## src/rtl/tx_frame_scheduler_if.sv

```systemverilog
// ---------------------------------------------------------------------------
// tx_frame_scheduler_if
// Bundles the requester-side and Tx-core-side signals of the frame scheduler.
//   req       : per-requester transmit request (level)
//   req_data  : packed requester bytes, requester i at [i*n +: n]
//   req_par   : per-requester parity enable
//   pause     : blocks new grants while high
//   gnt       : one-hot owner of the Tx core
//   ack       : one-cycle accept pulse to the winner
//   done      : one-cycle pulse to the owner on the last frame cycle
//   busy      : scheduler not idle
//   tx_start  : start pulse to the Tx core
//   tx_d      : frame data to the Tx core
//   tx_parity : parity enable to the Tx core
// master : requester / environment side (drives requests, observes results)
// slave  : scheduler side (consumes requests, drives grants and core controls)
// ---------------------------------------------------------------------------
interface tx_frame_scheduler_if #(
    parameter int N_REQ = 4,
    parameter int n     = 8
);
    logic [N_REQ-1:0]   req;
    logic [N_REQ*n-1:0] req_data;
    logic [N_REQ-1:0]   req_par;
    logic               pause;
    logic [N_REQ-1:0]   gnt;
    logic [N_REQ-1:0]   ack;
    logic [N_REQ-1:0]   done;
    logic               busy;
    logic               tx_start;
    logic [n-1:0]       tx_d;
    logic               tx_parity;

    modport master (
        output req, req_data, req_par, pause,
        input  gnt, ack, done, busy, tx_start, tx_d, tx_parity
    );

    modport slave (
        input  req, req_data, req_par, pause,
        output gnt, ack, done, busy, tx_start, tx_d, tx_parity
    );
endinterface

```

## src/rtl/tx_frame_scheduler.sv

```systemverilog
// ---------------------------------------------------------------------------
// tx_frame_scheduler
// Round-robin arbiter sharing one UART Tx serializer between N_REQ byte
// producers. One requester is accepted at a time; the core is held for one
// full frame plus GAP_CYCLES idle cycles before the next grant.
// Ports:
//   clk   : single clock, the Tx core shifts one bit per clk
//   rst_n : asynchronous active-low reset
//   bus   : tx_frame_scheduler_if.slave (requests in, grant/core controls out)
// ---------------------------------------------------------------------------
module tx_frame_scheduler #(
    parameter int N_REQ      = 4,
    parameter int n          = 8,
    parameter int GAP_CYCLES = 1
) (
    input  logic                  clk,
    input  logic                  rst_n,
    tx_frame_scheduler_if.slave   bus
);
    localparam int PW = $clog2(N_REQ);
    localparam int CW = $clog2(n + 4);

    localparam logic [1:0] S_IDLE = 2'd0;
    localparam logic [1:0] S_LOAD = 2'd1;
    localparam logic [1:0] S_SEND = 2'd2;
    localparam logic [1:0] S_GAP  = 2'd3;

    localparam logic [PW:0] NREQ_W = (PW+1)'(N_REQ);

    logic [1:0]       r_state;
    logic [PW-1:0]    r_ptr;
    logic [PW-1:0]    r_win;
    logic [CW-1:0]    r_cnt;
    logic [3:0]       r_gapCnt;
    logic [N_REQ-1:0] r_gnt;
    logic [N_REQ-1:0] r_ack;
    logic [N_REQ-1:0] r_done;
    logic             r_busy;
    logic             r_txStart;
    logic [n-1:0]     r_txD;
    logic             r_txPar;

    logic [2*N_REQ-1:0] w_reqDbl;
    logic [N_REQ-1:0]   w_rot;
    logic [PW-1:0]      w_offset;
    logic [PW:0]        w_sum;
    logic [PW:0]        w_wrap;
    logic [PW-1:0]      w_winner;
    logic [N_REQ-1:0]   w_winOh;
    logic [n-1:0]       w_selData;
    logic               w_selPar;
    logic [CW-1:0]      w_lastCnt;
    logic [CW-1:0]      w_doneAt;

    // Rotate the request vector so bit 0 is the requester at ptr; the lowest
    // set bit of the rotated vector is then the round-robin winner's offset.
    assign w_reqDbl = {bus.req, bus.req} >> r_ptr;
    assign w_rot    = w_reqDbl[N_REQ-1:0];

    always_comb begin
        w_offset = '0;
        for (int k = N_REQ - 1; k >= 0; k--) begin
            if (w_rot[k]) begin
                w_offset = PW'(k);
            end
        end
    end

    assign w_sum    = {1'b0, r_ptr} + {1'b0, w_offset};
    assign w_wrap   = w_sum - NREQ_W;
    assign w_winner = (w_sum >= NREQ_W) ? w_wrap[PW-1:0] : w_sum[PW-1:0];
    assign w_winOh  = N_REQ'(1) << w_winner;

    // Byte and parity select for the winner, captured on the IDLE->LOAD edge.
    always_comb begin
        w_selData = '0;
        w_selPar  = 1'b0;
        for (int k = 0; k < N_REQ; k++) begin
            if (w_winner == PW'(k)) begin
                w_selData = bus.req_data[k*n +: n];
                w_selPar  = bus.req_par[k];
            end
        end
    end

    // Frame is start + n data + optional parity + stop. done is registered,
    // so it is loaded one count before the final SEND cycle.
    assign w_lastCnt = r_txPar ? CW'(n + 2) : CW'(n + 1);
    assign w_doneAt  = r_txPar ? CW'(n + 1) : CW'(n);

    // Main FSM. Pulse outputs default low each cycle and are only raised
    // on the edge entering the cycle in which they must be visible.
    always_ff @(posedge clk or negedge rst_n) begin
        if (!rst_n) begin
            r_state   <= S_IDLE;
            r_ptr     <= '0;
            r_win     <= '0;
            r_cnt     <= '0;
            r_gapCnt  <= '0;
            r_gnt     <= '0;
            r_ack     <= '0;
            r_done    <= '0;
            r_busy    <= 1'b0;
            r_txStart <= 1'b0;
            r_txD     <= '0;
            r_txPar   <= 1'b0;
        end else begin
            r_ack     <= '0;
            r_done    <= '0;
            r_txStart <= 1'b0;
            case (r_state)
                S_IDLE: begin
                    if (!bus.pause && (bus.req != '0)) begin
                        r_state   <= S_LOAD;
                        r_win     <= w_winner;
                        r_gnt     <= w_winOh;
                        r_ack     <= w_winOh;
                        r_txStart <= 1'b1;
                        r_busy    <= 1'b1;
                        r_txD     <= w_selData;
                        r_txPar   <= w_selPar;
                    end
                end
                S_LOAD: begin
                    r_ptr   <= (r_win == PW'(N_REQ - 1)) ? '0 : r_win + 1'b1;
                    r_cnt   <= '0;
                    r_state <= S_SEND;
                end
                S_SEND: begin
                    if (r_cnt == w_doneAt) begin
                        r_done <= r_gnt;
                    end
                    if (r_cnt == w_lastCnt) begin
                        r_cnt <= '0;
                        r_gnt <= '0;
                        if (GAP_CYCLES > 0) begin
                            r_gapCnt <= '0;
                            r_state  <= S_GAP;
                        end else begin
                            r_busy  <= 1'b0;
                            r_state <= S_IDLE;
                        end
                    end else begin
                        r_cnt <= r_cnt + 1'b1;
                    end
                end
                default: begin
                    if (r_gapCnt == 4'(GAP_CYCLES - 1)) begin
                        r_gapCnt <= '0;
                        r_busy   <= 1'b0;
                        r_state  <= S_IDLE;
                    end else begin
                        r_gapCnt <= r_gapCnt + 1'b1;
                    end
                end
            endcase
        end
    end

    assign bus.gnt       = r_gnt;
    assign bus.ack       = r_ack;
    assign bus.done      = r_done;
    assign bus.busy      = r_busy;
    assign bus.tx_start  = r_txStart;
    assign bus.tx_d      = r_txD;
    assign bus.tx_parity = r_txPar;
endmodule

```

## src/flat_wrapper.sv

```systemverilog
// flat-port wrapper written by rule: the top's interface ports become plain ports
module tx_frame_scheduler_flat 
#(
    parameter int N_REQ      = 4,
    parameter int n          = 8,
    parameter int GAP_CYCLES = 1
)
  (clk, rst_n, bus_req, bus_req_data, bus_req_par, bus_pause, bus_gnt, bus_ack, bus_done, bus_busy, bus_tx_start, bus_tx_d, bus_tx_parity);
  tx_frame_scheduler_if #(.N_REQ(N_REQ), .n(n)) bus_i ();
  input  logic clk;
  input  logic rst_n;
  input wire logic [$bits(bus_i.req)-1:0] bus_req;
  input wire logic [$bits(bus_i.req_data)-1:0] bus_req_data;
  input wire logic [$bits(bus_i.req_par)-1:0] bus_req_par;
  input wire logic [$bits(bus_i.pause)-1:0] bus_pause;
  output wire logic [$bits(bus_i.gnt)-1:0] bus_gnt;
  output wire logic [$bits(bus_i.ack)-1:0] bus_ack;
  output wire logic [$bits(bus_i.done)-1:0] bus_done;
  output wire logic [$bits(bus_i.busy)-1:0] bus_busy;
  output wire logic [$bits(bus_i.tx_start)-1:0] bus_tx_start;
  output wire logic [$bits(bus_i.tx_d)-1:0] bus_tx_d;
  output wire logic [$bits(bus_i.tx_parity)-1:0] bus_tx_parity;
  assign bus_i.req = bus_req;
  assign bus_i.req_data = bus_req_data;
  assign bus_i.req_par = bus_req_par;
  assign bus_i.pause = bus_pause;
  assign bus_gnt = bus_i.gnt;
  assign bus_ack = bus_i.ack;
  assign bus_done = bus_i.done;
  assign bus_busy = bus_i.busy;
  assign bus_tx_start = bus_i.tx_start;
  assign bus_tx_d = bus_i.tx_d;
  assign bus_tx_parity = bus_i.tx_parity;
  tx_frame_scheduler #(.N_REQ(N_REQ), .n(n), .GAP_CYCLES(GAP_CYCLES)) u_core (.clk(clk), .rst_n(rst_n), .bus(bus_i));
endmodule
```

## config.mk

```make
export PLATFORM = sky130hd
export DESIGN_NAME = tx_frame_scheduler_flat
export DESIGN_NICKNAME = d
export VERILOG_FILES = /design/src/rtl/tx_frame_scheduler_if.sv /design/src/rtl/tx_frame_scheduler.sv /design/src/flat_wrapper.sv
export SDC_FILE = /design/constraint.sdc
export NUM_CORES = 1
export LEC_CHECK = 0
export ABC_AREA = 0
export CORE_MARGIN = 2
export CORE_UTILIZATION = 52
export CTS_BUF_LIST = sky130_fd_sc_hd__clkbuf_4 sky130_fd_sc_hd__clkbuf_8
export DETAILED_ROUTE_END_ITERATION = 8
export GPL_TIMING_DRIVEN = 0
export PLACE_DENSITY = 0.91
export SETUP_SLACK_MARGIN = 0.3
export SLEW_MARGIN = 20
export SYNTH_ARGS = -nofsm -noshare
export SYNTH_HDL_FRONTEND = slang
export SYNTH_SLANG_ARGS = --single-unit
```

## constraint.sdc

```tcl
create_clock -name clk -period 3.5 [get_ports clk]
set_input_delay 0.7 -clock clk [delete_from_list [all_inputs] [get_ports clk]]
set_output_delay 0.7 -clock clk [all_outputs]
set_load 0.01 [all_outputs]
```

## Word level (Yosys, flattened, before mapping)

Index checks and enable logic that the tools add are counted.

| cells by class | value |
|---|---|
| shift operators | 2 |
| $add $sub $neg | 5 |
| equal/unequal tests | 10 |
| reductions and logical operators | 17 |
| mux-type cells | 36 |
| magnitude comparators | 1 |
| bitwise gates (word level) | 2 |

Operators with widths:

| cell | number |
|---|---|
| $mux 4 | 8 |
| $mux 8 | 4 |
| $pmux 4 s2 | 3 |
| $mux 2 | 10 |
| $mux 1 | 9 |
| $reduce_and 3->1 | 3 |
| $add 4x1->4 const B | 2 |
| $eq 2x2->1 const B | 4 |
| $eq 4x4->1 | 2 |
| $reduce_bool 4->1 | 2 |
| $shr 8x2->4 | 1 |
| $pmux 2 s3 | 1 |
| $reduce_bool 2->1 | 3 |
| $eq 2x1->1 const B | 2 |
| $logic_not 2->1 | 2 |
| $logic_not 4->1 | 1 |
| $ne 2x1->1 const B | 2 |
| $reduce_and 2->1 | 2 |
| $reduce_or 2->1 | 2 |
| $shl 1x2->4 const A | 1 |
| $add 2x2->3 | 1 |
| $ge 3x3->1 const B | 1 |
| $add 2x1->2 const B | 1 |
| $not 1->1 | 2 |
| 4 further kinds | 4 |

| storage, ports and cells | value |
|---|---|
| input port bits | 43 |
| output and inout port bits | 23 |
| flip-flop bits (word level) | 37 |

## Longest topological paths before layout

| depth | value |
|---|---|
| depth after elaboration | 13 |
| gate-level depth with buffers | 11 |

## Least setup slack after synthesis

No wires, ideal clock.

| timing | value |
|---|---|
| path type | input port to flip-flop |
| start | input bus_req[3] |
| end | register u_core.r_txD[0], in the netlist u_core.bus.tx_d[0] |
| arrival time | 2.410 ns |
| data required time | 3.361 ns |
| cell stages on the path | 10 |
| slack | 0.951 ns |
| path buffers | 1 |
| cells stage by stage | inv_1 o311ai_0 o21ai_0 o221ai_1 ha_1 xor2_2 xor2_2 buf_4 a32oi_1 o31ai_2 |

| between the ends | value |
|---|---|
| cells in the longest elaborated chain, start to end | 13 |
| elaborated cells on any way between the ends | 20 |
| those cells by class | add/sub (2); order compare (1); eq/ne (3); shift (1); mux (9); reduce/logical (4) |

Ends and longest elaborated chain:

| what | RTL line | text |
|---|---|---|
| start: declaration | flat_wrapper.sv:12 | `input wire logic [$bits(bus_i.req)-1:0] bus_req;` |
| $shr 8x2->4 | tx_frame_scheduler.sv:57 | `assign w_reqDbl = {bus.req, bus.req} >> r_ptr;` |
| $mux 2 (4 in series) | tx_frame_scheduler.sv:63 | `if (w_rot[k]) begin` |
| $add 2x2->3 | tx_frame_scheduler.sv:69 | `assign w_sum = {1'b0, r_ptr} + {1'b0, w_offset};` |
| $ge 3x3->1 / $sub 2x1->2 (equally long branches) | tx_frame_scheduler.sv:71, tx_frame_scheduler.sv:70 |  |
| $mux 2 | tx_frame_scheduler.sv:71 | `assign w_winner = (w_sum >= NREQ_W) ? w_wrap[PW-1:0] : w_sum[PW-1:0];` |
| $logic_not 2->1 | tx_frame_scheduler.sv:79 | `if (w_winner == PW'(k)) begin` |
| $mux 8 (4 in series) | tx_frame_scheduler.sv:79 |  |
| end signal: assignment | tx_frame_scheduler.sv:120 | `r_txD <= w_selData;` |
| end: declaration | tx_frame_scheduler.sv:40 | `logic [n-1:0] r_txD;` |

Several ways; a longest one is shown, not always the timed one.
A chain may end at the register's enable or synchronous reset.

## Final worst setup path

| timing | value |
|---|---|
| start | input bus_req[3] |
| end | register u_core.r_txD[1], in the netlist u_core.bus.tx_d[1] |

Same word-level chain as after synthesis.

==> out/results.ini <==
[run_status]
outcome = finished, final reports clean

[logic_synthesis]
postSynthRegisterBits = 37
synth_largest_type_area_fraction_pct = 42.5
syn-cell-area_sq_um = 2180
avgSynthCellArea_sq_um = 10.4
synthDominantAreaCellType = sky130_fd_sc_hd__dfrtp_1
syn-num-nets = 261
synthesized_instance_count = 209
synth_cell_type_count = 46
async_flop_share_pct = 100
postSynth.topFlopCell = sky130_fd_sc_hd__dfrtp_1
edff_count_synth = 0
synth.top_cells.by_area = sky130_fd_sc_hd__dfrtp_1 (43%), sky130_fd_sc_hd__ha_1 (5.2%), sky130_fd_sc_hd__mux2i_1 (5.1%)
synthesis.yosys.warnings = 0
yosysSeqAreaShare_pct = 42.5

[finish]
finish.instance_area_sq_um = 3070
antenna_cells = 0
final_net_count = 335
finalCoreUtilization_pct = 76.1
drive_above_1_share_pct = 17.6
area_delta_synth_final_pct = 40.8
final.fill_count = 286

[sta]
timing_worst_slew_pin_value_ns = 0.612
crit_path_time_final_ns = 3.04
grt_setup_unrepaired = no
post-route-period-util_pct = 86.8
worst_case_setup_margin_in_the_final_layout_ns = 0.463
max_freq_ghz = 0.329
worst_clock_skew_ns = 0.00763
slew_violations = 0
max-slew-margin-rel_pct = 59.2
setup-violations-final = 0
final_hold_violations = 0

[global_routing]
total_overflow_reported_by_the_global_router = 0
grt_max_degree = 23
grt_antenna_before_repair = 0
grt_first_pass_wirelength_um = 8220
grtUsageTotal_pct = 23.9
grt_pass1_vias = 1818

[detailed_routing]
drt_iter0_drc = 84
avgViaCountPerCell = 5.62
drt-wirelength-per-cell_um = 15.2
antenna_violating_nets_post_route = 0
detailroute.via_count = 1876
post-route-drc-count = 0
finalWirelength_um = 5070
dr.pass1.iters = 4

[clocking]
ctsHoldBuffers = 0
cts_htree_levels = 2
worst_skew_pair.late_latency_ns = 0.29
cts_tree = done
cts-buffers-inserted = 5
cts_root_buffer = sky130_fd_sc_hd__clkbuf_8
buffers_from_clock_root_to_sink_at_most = 2
clk_pin_slew_worst_paths_ns = 0.07
numClockSinks = 37

[floorplanning]
initial_core_util_pct = 54.0
coreArea_sq_um = 4030
ioPinCount = 66
die_area_sq_um = 4720
floorplan.rows = 23
die_h_um = 68.7
die_x_um = 68.7

[setup_path]
end_kind = flip-flop
critical_path_class = input pin to flip-flop
startpoint_type = input pin
crit_path_max_fanout = 6
startpoint_of_the_worst_setup_timing_path = bus_req[3]
timing.critical_path.slowest_cell_delay_ns = 0.55
req_time_crit_path_ns = 3.65
worst_path_max_delay_cell = sky130_fd_sc_hd__clkdlybuf4s50_1
crit_path_cell_trace = clkdlybuf4s50_1 -> inv_1 -> o311ai_1 -> o21ai_0 -> o221ai_1 -> ha_2 -> xor2_4 -> xor2_4 -> mux2i_2 -> o221ai_1
crit-reg2reg-launch = u_core.r_ptr[0]
arrival_worst_endpoint_ns = 3.19

[place]
gp_congestion = 0.805
dp_area_sq_um = 2910
port_buffers = 65
place_ws_ns = -0.149
dp_hpwl_um = 3800

[power]
total_leakage_power_uw = 0.00133
power-per-cell-area_nw_per_um2 = 906
ir_worst_vdd_mv = 0.555

[flow_run]
max_cap_viol = 0

[worst_hold_path]
min_path_type = input pin to asynchronous set/reset pin

## where the power goes
group | internal (uW) | switching, uW | leakage [uW]
registers | 564 | 99.4 | 0.000487
logic | 823 | 953 | 0.000790
clock network | 182 | 155 | 0.0000549
total | 1570 | 1210 | 0.00133
## worst paths after layout
| kind | cells past startpoint | endpoint | slack (ns) |
|---|---|---|---|
| worst max-delay path | 10 | u_core.bus.tx_d[1] | 0.46 |
| worst min-delay path | 1 | u_core.bus.done[1] | 0.33 |
| worst max register to register | 9 | u_core.bus.tx_d[1] | 0.95 |
| worst min register to register | 2 | u_core.bus.tx_d[2] | 0.49 |
| max in group asynchronous | 2 | u_core.bus.busy | 2.73 |
| min in group clk | 2 | u_core.bus.tx_d[2] | 0.49 |
## synth_stat cells, types with 3 or more instances
cell type	number
sky130_fd_sc_hd__a32oi_1	7
sky130_fd_sc_hd__and2_1	4
sky130_fd_sc_hd__nor2_1	16
sky130_fd_sc_hd__or2_2	8
sky130_fd_sc_hd__nand2b_1	5
sky130_fd_sc_hd__inv_1	7
sky130_fd_sc_hd__mux2_2	4
sky130_fd_sc_hd__mux2i_1	11
sky130_fd_sc_hd__clkbuf_1	4
sky130_fd_sc_hd__o221ai_1	3
sky130_fd_sc_hd__o31ai_1	5
sky130_fd_sc_hd__o31ai_2	5
sky130_fd_sc_hd__a21oi_2	5
sky130_fd_sc_hd__nand3_1	3
sky130_fd_sc_hd__nand2_1	25
sky130_fd_sc_hd__dfrtp_1	37
sky130_fd_sc_hd__a21oi_1	4
sky130_fd_sc_hd__ha_1	9
sky130_fd_sc_hd__o21ai_0	11
## flip-flops by register name, indices dropped and copies added, names as in the netlist
register	count
u_core.bus.tx_d	8
u_core.r_ptr	2
u_core.r_cnt	4
u_core.r_win	2
u_core.bus.gnt	4
u_core.bus.tx_start	1
u_core.bus.ack	4
u_core.r_gapCnt	4
u_core.bus.tx_parity	1
u_core.bus.busy	1
u_core.bus.done	4
u_core.r_state	2
## final cells by class
type | count | area [sq um] | share of cell area (%)
plain buffers | 8 | 60.1 | 1.96
clock buffers | 7 | 96.3 | 3.14
clock inverters | 1 | 8.76 | 0.286
inverters | 8 | 33.8 | 1.10
multi-input cells | 156 | 1200 | 39.1
flip-flops and latches | 37 | 926 | 30.2
well taps | 50 | 62.6 | 2.04
repair buffers | 67 | 681 | 22.2
## logic make-up (layout without fill, tap and decap cells)
family | Yosys count | after routing | synth area share [%]
fa+ha+maj | 9 | 9 | 5.17
buf+inv | 16 | 91 | 4.14
mux | 16 | 16 | 7.82
simple gates | 77 | 77 | 18.7
flops | 37 | 37 | 42.5
xor+xnor | 4 | 4 | 3.16
compound gates | 50 | 50 | 18.5
## layout by cell type (no fill, tap or decap), types with 5 or more instances in the layout
cell type,synthesis,layout
sky130_fd_sc_hd__a32oi_1,7,7
sky130_fd_sc_hd__clkbuf_8,0,7
sky130_fd_sc_hd__dfrtp_1,37,37
sky130_fd_sc_hd__inv_1,7,7
sky130_fd_sc_hd__ha_1,9,8
sky130_fd_sc_hd__nand2b_1,5,5
sky130_fd_sc_hd__nand2_1,25,25
sky130_fd_sc_hd__o31ai_1,5,5
sky130_fd_sc_hd__nor2_1,16,15
sky130_fd_sc_hd__mux2i_1,11,10
sky130_fd_sc_hd__o31ai_2,5,5
sky130_fd_sc_hd__clkdlybuf4s50_1,0,64
sky130_fd_sc_hd__o21ai_0,11,11
sky130_fd_sc_hd__a21oi_2,5,5
sky130_fd_sc_hd__or2_2,8,8
## through the flow
stage                     TNS, ns  hold slack, ns  total power (uW)  std cells
after floorplan                 0           0.404              1840        209
after global placement    -0.0119           0.473              2290        324
after detailed placement   -0.870           0.481              2350        325
after CTS                       0           0.346              2730        333
after global routing            0           0.363              2970        334
final                           0           0.328              2780        334
## worst max-delay path: cells and delay by family
family | cells | cell delay, ns
compound gates | 4 | 0.65
xor+xnor | 2 | 0.59
fa+ha+maj | 1 | 0.27
mux | 1 | 0.31
buf+inv | 2 | 0.67
## metal layers
metal	part of all wire (%)	routed length (um)	GRT usage [%]	vias up
li1	-	-	-	903
met4	1.1	54	5.88	0
met3	7.7	392	7.47	5
met5	0	0	0	-
met1	40	2030	29.0	891
met2	51	2590	41.3	77
## repair_timing
action                     4_1_cts  5_1_grt
pin swaps                        0        1
setup endpoints to repair        8       15
buffers inserted                 0        1
gates resized for setup          2        6
No activity file was read; power rests on OpenSTA's default activity.
